===== src/rtl/conv_pe_lb.sv =====
// Streaming KxK signed convolution PE: line-buffer window, 2-stage MAC, result 2 cycles after completing pixel.
// No output backpressure; CONV_PE_RELU_EN clamps negative sums to zero.
module conv_pe_lb #(
   parameter int DW    = 9,
   parameter int K     = 3,
   parameter int IMG_W = 10,
   parameter int IMG_H = 10,
   parameter int ACC_W = 2*DW + $clog2(K*K)
) (
   input  logic             clk,
   input  logic             rst_n,
   input  logic             w_start,
   input  logic             w_valid,
   output logic             w_ready,
   input  logic [DW-1:0]    w_data,
   input  logic             pix_valid,
   output logic             pix_ready,
   input  logic [DW-1:0]    pix_data,
   output logic             out_valid,
   output logic [ACC_W-1:0] out_data,
   output logic             out_last
);

   localparam int NT  = K*K;
   localparam int WCW = $clog2(NT);
   localparam int CW  = $clog2(IMG_W);
   localparam int RW  = $clog2(IMG_H);
   localparam int PW  = 2*DW;

   typedef enum logic [1:0] {IDLE, LOAD, RUN} state_t;
   state_t state, state_nxt;

   logic [WCW-1:0]          w_cnt;
   logic [CW-1:0]           col;
   logic [RW-1:0]           row;
   logic signed [DW-1:0]    wt      [NT];
   logic signed [DW-1:0]    lb      [K-1][IMG_W];
   logic signed [DW-1:0]    win     [K][K-1];
   logic signed [DW-1:0]    col_vec [K];
   logic signed [DW-1:0]    nwin    [K][K];
   logic signed [PW-1:0]    prod    [NT];
   logic signed [ACC_W-1:0] sum, sum_q;
   logic                    v1, last1;
   logic                    w_hs, pix_hs, w_last_word, win_done, frame_end;

   // w_start overrides any handshake in the same cycle
   assign w_ready     = (state == LOAD);
   assign pix_ready   = (state == RUN);
   assign w_hs        = w_valid & w_ready & ~w_start;
   assign pix_hs      = pix_valid & pix_ready & ~w_start;
   assign w_last_word = (w_cnt == WCW'(NT-1));
   assign frame_end   = (row == RW'(IMG_H-1)) && (col == CW'(IMG_W-1));
   assign win_done    = pix_hs && (row >= RW'(K-1)) && (col >= CW'(K-1));

   always_comb begin
      state_nxt = state;
      case (state)
         IDLE:    if (w_start) state_nxt = LOAD;
         LOAD:    if (w_start) state_nxt = LOAD;
                  else if (w_hs && w_last_word) state_nxt = RUN;
         RUN:     if (w_start) state_nxt = LOAD;
         default: state_nxt = IDLE;
      endcase
   end

   always_ff @(posedge clk) begin
      if (!rst_n) begin
         state     <= IDLE;
         w_cnt     <= '0;
         col       <= '0;
         row       <= '0;
         v1        <= 1'b0;
         last1     <= 1'b0;
         out_valid <= 1'b0;
         out_last  <= 1'b0;
         out_data  <= '0;
         for (int i = 0; i < NT; i++) wt[i] <= '0;
      end else begin
         state <= state_nxt;
         if (w_start) begin
            w_cnt     <= '0;
            col       <= '0;
            row       <= '0;
            v1        <= 1'b0;
            last1     <= 1'b0;
            out_valid <= 1'b0;
            out_last  <= 1'b0;
         end else begin
            if (w_hs) begin
               wt[w_cnt] <= w_data;
               w_cnt     <= w_last_word ? '0 : w_cnt + 1'b1;
            end
            if (pix_hs) begin
               if (col == CW'(IMG_W-1)) begin
                  col <= '0;
                  row <= (row == RW'(IMG_H-1)) ? '0 : row + 1'b1;
               end else begin
                  col <= col + 1'b1;
               end
            end
            v1        <= win_done;
            last1     <= win_done & frame_end;
            out_valid <= v1;
            out_last  <= v1 & last1;
            if (v1) out_data <= sum_q;
         end
      end
   end

   // Column entering the window: oldest line-buffer row on top, live pixel at the bottom
   always_comb begin
      col_vec[K-1] = pix_data;
      for (int j = 0; j < K-1; j++) col_vec[K-2-j] = lb[j][col];
      for (int r = 0; r < K; r++) begin
         for (int c = 0; c < K-1; c++) nwin[r][c] = win[r][c];
         nwin[r][K-1] = col_vec[r];
      end
   end

   always_ff @(posedge clk) begin
      if (pix_hs) begin
         lb[0][col] <= pix_data;
         for (int j = 1; j < K-1; j++) lb[j][col] <= lb[j-1][col];
         for (int r = 0; r < K; r++)
            for (int c = 0; c < K-1; c++) win[r][c] <= nwin[r][c+1];
      end
      if (win_done) begin
         for (int t = 0; t < NT; t++) prod[t] <= PW'(nwin[t / K][t % K]) * PW'(wt[t]);
      end
   end

   always_comb begin
      sum = '0;
      for (int t = 0; t < NT; t++) sum = sum + ACC_W'(prod[t]);
      sum_q = sum;
`ifdef CONV_PE_RELU_EN
      if (sum[ACC_W-1]) sum_q = '0;
`else
`endif
   end

endmodule


===== config.mk =====
export PLATFORM = sky130hd
export DESIGN_NAME = conv_pe_lb
export DESIGN_NICKNAME = d
export VERILOG_FILES = /design/src/rtl/conv_pe_lb.sv
export SDC_FILE = /design/constraint.sdc
export NUM_CORES = 2
export LEC_CHECK = 0
export CELL_PAD_IN_SITES_DETAIL_PLACEMENT = 0
export CELL_PAD_IN_SITES_GLOBAL_PLACEMENT = 1
export CORE_UTILIZATION = 58
export CTS_CLUSTER_DIAMETER = 120
export CTS_CLUSTER_SIZE = 12
export DETAILED_ROUTE_END_ITERATION = 10
export GPL_ROUTABILITY_DRIVEN = 1
export PLACE_DENSITY_LB_ADDON = 0.1
export SLEW_MARGIN = 20
export SYNTH_ARGS = -nofsm -noshare
export SYNTH_HDL_FRONTEND = slang
export SYNTH_SLANG_ARGS = --single-unit

===== constraint.sdc =====
create_clock -name clk -period 15.2 [get_ports clk]
set_clock_uncertainty 0.2 [all_clocks]
set_input_delay 3.04 -clock clk [delete_from_list [all_inputs] [get_ports clk]]
set_output_delay 3.04 -clock clk [all_outputs]
set_load 0.01 [all_outputs]

==> metrics.txt <==
# TYPE chip_impl_metric gauge
chip_impl_metric{name="post_drt_via_cell_ratio",unit=""} 5.381
chip_impl_metric{name="yosys.area.top_type_share",unit="%"} 31.01
chip_impl_metric{name="grt_first_pass_wirelength",unit="um"} 173900
chip_impl_info{name="synthFlopType",value="edfxtp_1"} 1
chip_impl_metric{name="yosys.cell_types.count",unit=""} 77
chip_impl_metric{name="synth-edff-count",unit=""} 477
chip_impl_metric{name="global_route.overflow_total",unit=""} 0
chip_impl_info{name="buffer_cell_driving_the_clock_tree_root",value="clkbuf_16"} 1
chip_impl_metric{name="area_of_combinational_cells_with_multiple_inputs",unit="sq um"} 30250
chip_impl_metric{name="post_synthesis_mux_area_share",unit="%"} 2.183
chip_impl_metric{name="postRouteWirelength",unit="um"} 110000
chip_impl_metric{name="yosys_register_bits",unit=""} 517
chip_impl_metric{name="first_global_vias",unit=""} 30250
chip_impl_metric{name="core_region_area",unit="sq um"} 83690
chip_impl_metric{name="synth_xor_area_share",unit="%"} 3.289
chip_impl_metric{name="post_cts_hold_buffer_count",unit=""} 0
chip_impl_metric{name="totalNegativeSetupSlack",unit="ns"} 0
chip_impl_info{name="cp-end-kind",value="register"} 1
chip_impl_info{name="path_delay_family",value="adder cells"} 1
chip_impl_metric{name="clk_latency",unit="ns"} 0.63
chip_impl_metric{name="yosysWarnings",unit=""} 0
chip_impl_metric{name="worst_slew_margin_rel",unit="%"} 19.11
chip_impl_metric{name="post-route-min-period",unit="ns"} 8.336
chip_impl_info{name="crit_path_cell_trace",value="clkdlybuf4s50_1, and2_1, fa_1, inv_1, fa_1, inv_1, ha_1, inv_1, fa_1, inv_1, ha_1, ha_1, fa_1, a21o_1, a211oi_1, o21ai_1, and2_1, a221o_1, xnor2_1"} 1
chip_impl_metric{name="clock.fmax",unit="GHz"} 0.1200
chip_impl_metric{name="detail_route.wl_per_cell",unit="um"} 20.15
chip_impl_metric{name="maxSlewViolCount",unit=""} 0
chip_impl_info{name="cts_tree",value="yes"} 1
chip_impl_metric{name="die_w",unit="um"} 292.7
chip_impl_metric{name="finalNetCount",unit=""} 5431
chip_impl_metric{name="asyncSetResetFlopFracSynth",unit="%"} 0
chip_impl_metric{name="post_synthesis_average_cell_area",unit="sq um"} 11.46
chip_impl_metric{name="worst_ep_arrival_time",unit="ns"} 8.51
chip_impl_info{name="path_class",value="input port to register"} 1
chip_impl_metric{name="drtAntennaViolNets",unit=""} 0
chip_impl_metric{name="tightestPinTransition",unit="ns"} 1.210
chip_impl_metric{name="compound_gate_portion_of_the_synthesized_area",unit="%"} 4.144
chip_impl_info{name="top_post_synthesis_cells_by_area",value="fa_1 31%, edfxtp_1 29%, ha_1 9.4%"} 1
chip_impl_metric{name="syn_to_final_growth",unit="%"} 6.324
chip_impl_metric{name="iteration_0_drc_markers",unit=""} 2011
chip_impl_metric{name="fraction_of_layout_instances_using_a_drive_strength_above_1",unit="%"} 3.911
chip_impl_info{name="cell_type_with_the_largest_total_area_after_synthesis",value="fa_1"} 1
chip_impl_metric{name="cts.path.max_buffers",unit=""} 3
chip_impl_metric{name="rows",unit=""} 106
chip_impl_info{name="grt_setup_unrepaired",value="no"} 1
chip_impl_info{name="slowest_cell_on_the_critical_path",value="clkdlybuf4s50_1"} 1
chip_impl_metric{name="detail_route.first_pass.iterations",unit=""} 5
chip_impl_info{name="status",value="finished clean"} 1
chip_impl_metric{name="die_h",unit="um"} 292.7
chip_impl_metric{name="largest_net_degree_at_the_start_of_global_routing",unit=""} 63
chip_impl_metric{name="grt_use_total",unit="%"} 26.74
chip_impl_metric{name="cp_num_buf_inv",unit=""} 5
chip_impl_info{name="hold_path.class",value="register to register"} 1
chip_impl_metric{name="dpl.hpwl",unit="um"} 86300
chip_impl_metric{name="fillers",unit=""} 6828
chip_impl_metric{name="antenna_found_initial",unit=""} 10
chip_impl_metric{name="final_min_period_over_clock_period",unit="%"} 54.84
chip_impl_metric{name="clk_transition_reported_paths",unit="ns"} 0.06
chip_impl_metric{name="syn-num-nets",unit=""} 5426
chip_impl_metric{name="power.density_cell_area",unit="nW/um^2"} 82.56
chip_impl_metric{name="mappedNetlistArea",unit="sq um"} 49000
chip_impl_metric{name="cts_inserted_buffers",unit=""} 49
chip_impl_metric{name="cap_viol_max_count",unit=""} 0
chip_impl_metric{name="post-cts-setup-buffer-count",unit=""} 0
chip_impl_metric{name="die_area",unit="sq um"} 85660
chip_impl_metric{name="setup_violations",unit=""} 0
chip_impl_metric{name="route.vias.total",unit=""} 29370
chip_impl_metric{name="design.portCount",unit=""} 49
chip_impl_metric{name="htree_levels",unit=""} 2
chip_impl_info{name="dominant_combinational_cell_family_by_area_after_synthesis",value="adder cells"} 1
chip_impl_metric{name="final-seq-area",unit="sq um"} 15130
chip_impl_metric{name="gp_congestion",unit=""} 0.8991
chip_impl_metric{name="synthesis.instances",unit=""} 4276
chip_impl_metric{name="dp.cells",unit=""} 5364
chip_impl_metric{name="layout.cells.non_filler",unit=""} 5459
chip_impl_metric{name="worstPathRequired",unit="ns"} 15.37
chip_impl_metric{name="cts.sink_count",unit=""} 517
chip_impl_metric{name="share_of_synthesized_cell_area_in_and_or_nand_and_nor_gates",unit="%"} 11.62
chip_impl_info{name="crit_path_start_kind",value="input port"} 1
chip_impl_metric{name="post_cts_resized",unit=""} 0
chip_impl_metric{name="largest_vdd_supply_drop",unit="V"} 0.00009815
chip_impl_metric{name="post_synth_fa_ha_maj_area_fraction",unit="%"} 40.40
chip_impl_metric{name="initial_util",unit="%"} 58.56
chip_impl_metric{name="critical_path.max_stage_delay",unit="ns"} 0.86
chip_impl_metric{name="critPathMaxFanout",unit=""} 20
chip_impl_metric{name="finalHoldViolations",unit=""} 0
chip_impl_metric{name="ys_seq_area_share",unit="%"} 30.86
chip_impl_metric{name="drc",unit=""} 0
chip_impl_metric{name="static-leakage-power",unit="uW"} 0.02268
chip_impl_metric{name="port_buffers",unit=""} 48
cell usage after synthesis (all sizes together), types with 3 or more instances:
cell and instances:
nor4 3, inv 829, o31a 5, o311ai 3
a31o 6, nand2b 69, clkbuf 93, a22oi 18
fa 759, mux2i 23, xnor2 139, a21boi 6
and3 32, o31ai 5, and2 368, nand3b 5
a211o 3, xor2 45, o21a 9, o21bai 10
a221oi 4, nand2 421, edfxtp 477, a2111oi 3
nand3 26, nor3b 4, or3 5, nor3 39
ha 368, a31oi 13, mux4 36, or2 6
nor2b 19, o21ai 86, a21o 28, dfxtp 40
buf 33, nor2 122, o211ai 18, a311o 5
a21oi 61, nand4 5, a211oi 9
power breakdown:
part	switching (uW)	leakage [uW]	internal [uW]
registers	22.5	0.00472	1630
clock network	554	0.000692	623
logic	835	0.0173	640
sequential cells by signal, summed over array words and instances, names as in the netlist:
name / cells
state: 2
out_valid: 1
w_cnt: 4
last1: 1
win: 54
prod: 162
col: 4
v1: 1
wt: 81
out_last: 1
row: 4
out_data: 22
lb: 180
final timing paths:
check / startpoint / end / slack (ns) / depth (start not counted)
max: pix_data[5] / prod[0][161] / 6.86 / 19
max reg2reg: col[0] / prod[0][53] / 7.84 / 17
min: out_data[1] / out_data[1] / 0.26 / 2
min reg2reg: out_data[1] / out_data[1] / 0.26 / 2
through the flow:
step                power (uW)  hold WS (ns)  util [%]  instance area, sq um  setup WS [ns]
finish                    4302        0.2578     62.26                 52100          6.864
global placement          3146        0.2528     60.50                 50630          6.237
CTS                       4347        0.2648     62.25                 52090          6.871
floorplan                 2783        0.2244         -                 49000          6.198
global route              4587        0.2906     62.25                 52090          6.589
detailed placement        3162        0.2567     60.50                 50630          6.226
kinds of logic (layout without fill, tap and decap cells):
family                   after synthesis  in the layout
AND/OR/NAND/NOR                     1131           1131
flip-flops                           517            517
AO/OA/AOI/OAI                        301            301
XOR/XNOR                             184            184
buffers and inverters                957           1002
multiplexers                          59             59
other                                  0              4
adder cells (fa/ha/maj)             1127           1127
area by class of cell:
type / instances / area share (%)
diodes: 4 / 0.01921
clock buffers: 87 / 2.668
clock inverters: 4 / 0.1441
inverters: 831 / 5.987
multi-input cells: 2802 / 58.06
flip-flops and latches: 517 / 29.03
well taps: 1134 / 2.723
repair buffers: 80 / 1.364
worst reg2reg max path, stage by stage, from the launching register on:
cell	delay, ns
dfxtp_2	0.31
buf_4	0.67
and3b_1	0.89
a22oi_1	0.23
o21ai_2	0.31
nand2_1	0.28
fa_1	0.67
fa_1	0.54
inv_1	0.06
fa_1	0.57
fa_1	0.43
ha_1	0.30
ha_1	0.34
o21ai_0	0.12
o21ai_0	0.26
nand2_1	0.15
o31a_1	0.31
xnor2_1	0.43
per-layer routing:
layer / GRT usage (%) / share of wire, %
met5: 0 / 0
met4: 7.100 / 2.5
met3: 2.390 / 5.4
met2: 41.27 / 45
met1: 40.94 / 47
cells in the final DEF, fill, tap and decap left out, types with 6 or more instances in the layout:
cell               n
inv_1            829
a21o_1            28
and3_1            32
clkdlybuf4s50_1   46
mux4_2            35
nor3_1            36
a21oi_1           61
mux2i_1           21
o21ai_0           64
o21a_1             9
xor2_1            45
a22oi_1           18
o211ai_1          18
o21bai_1          10
dfxtp_1           38
a31oi_1           13
fa_1             759
xnor2_1          139
o21ai_2           16
a211oi_1           9
and2_1           366
clkbuf_16         50
clkbuf_1          37
nand2_1          421
nor2b_1           18
buf_4             32
edfxtp_1         477
a21boi_0           6
ha_1             368
nand2b_1          69
nor2_1           121
nand3_1           26
No activity file was read; power rests on OpenSTA's default activity.
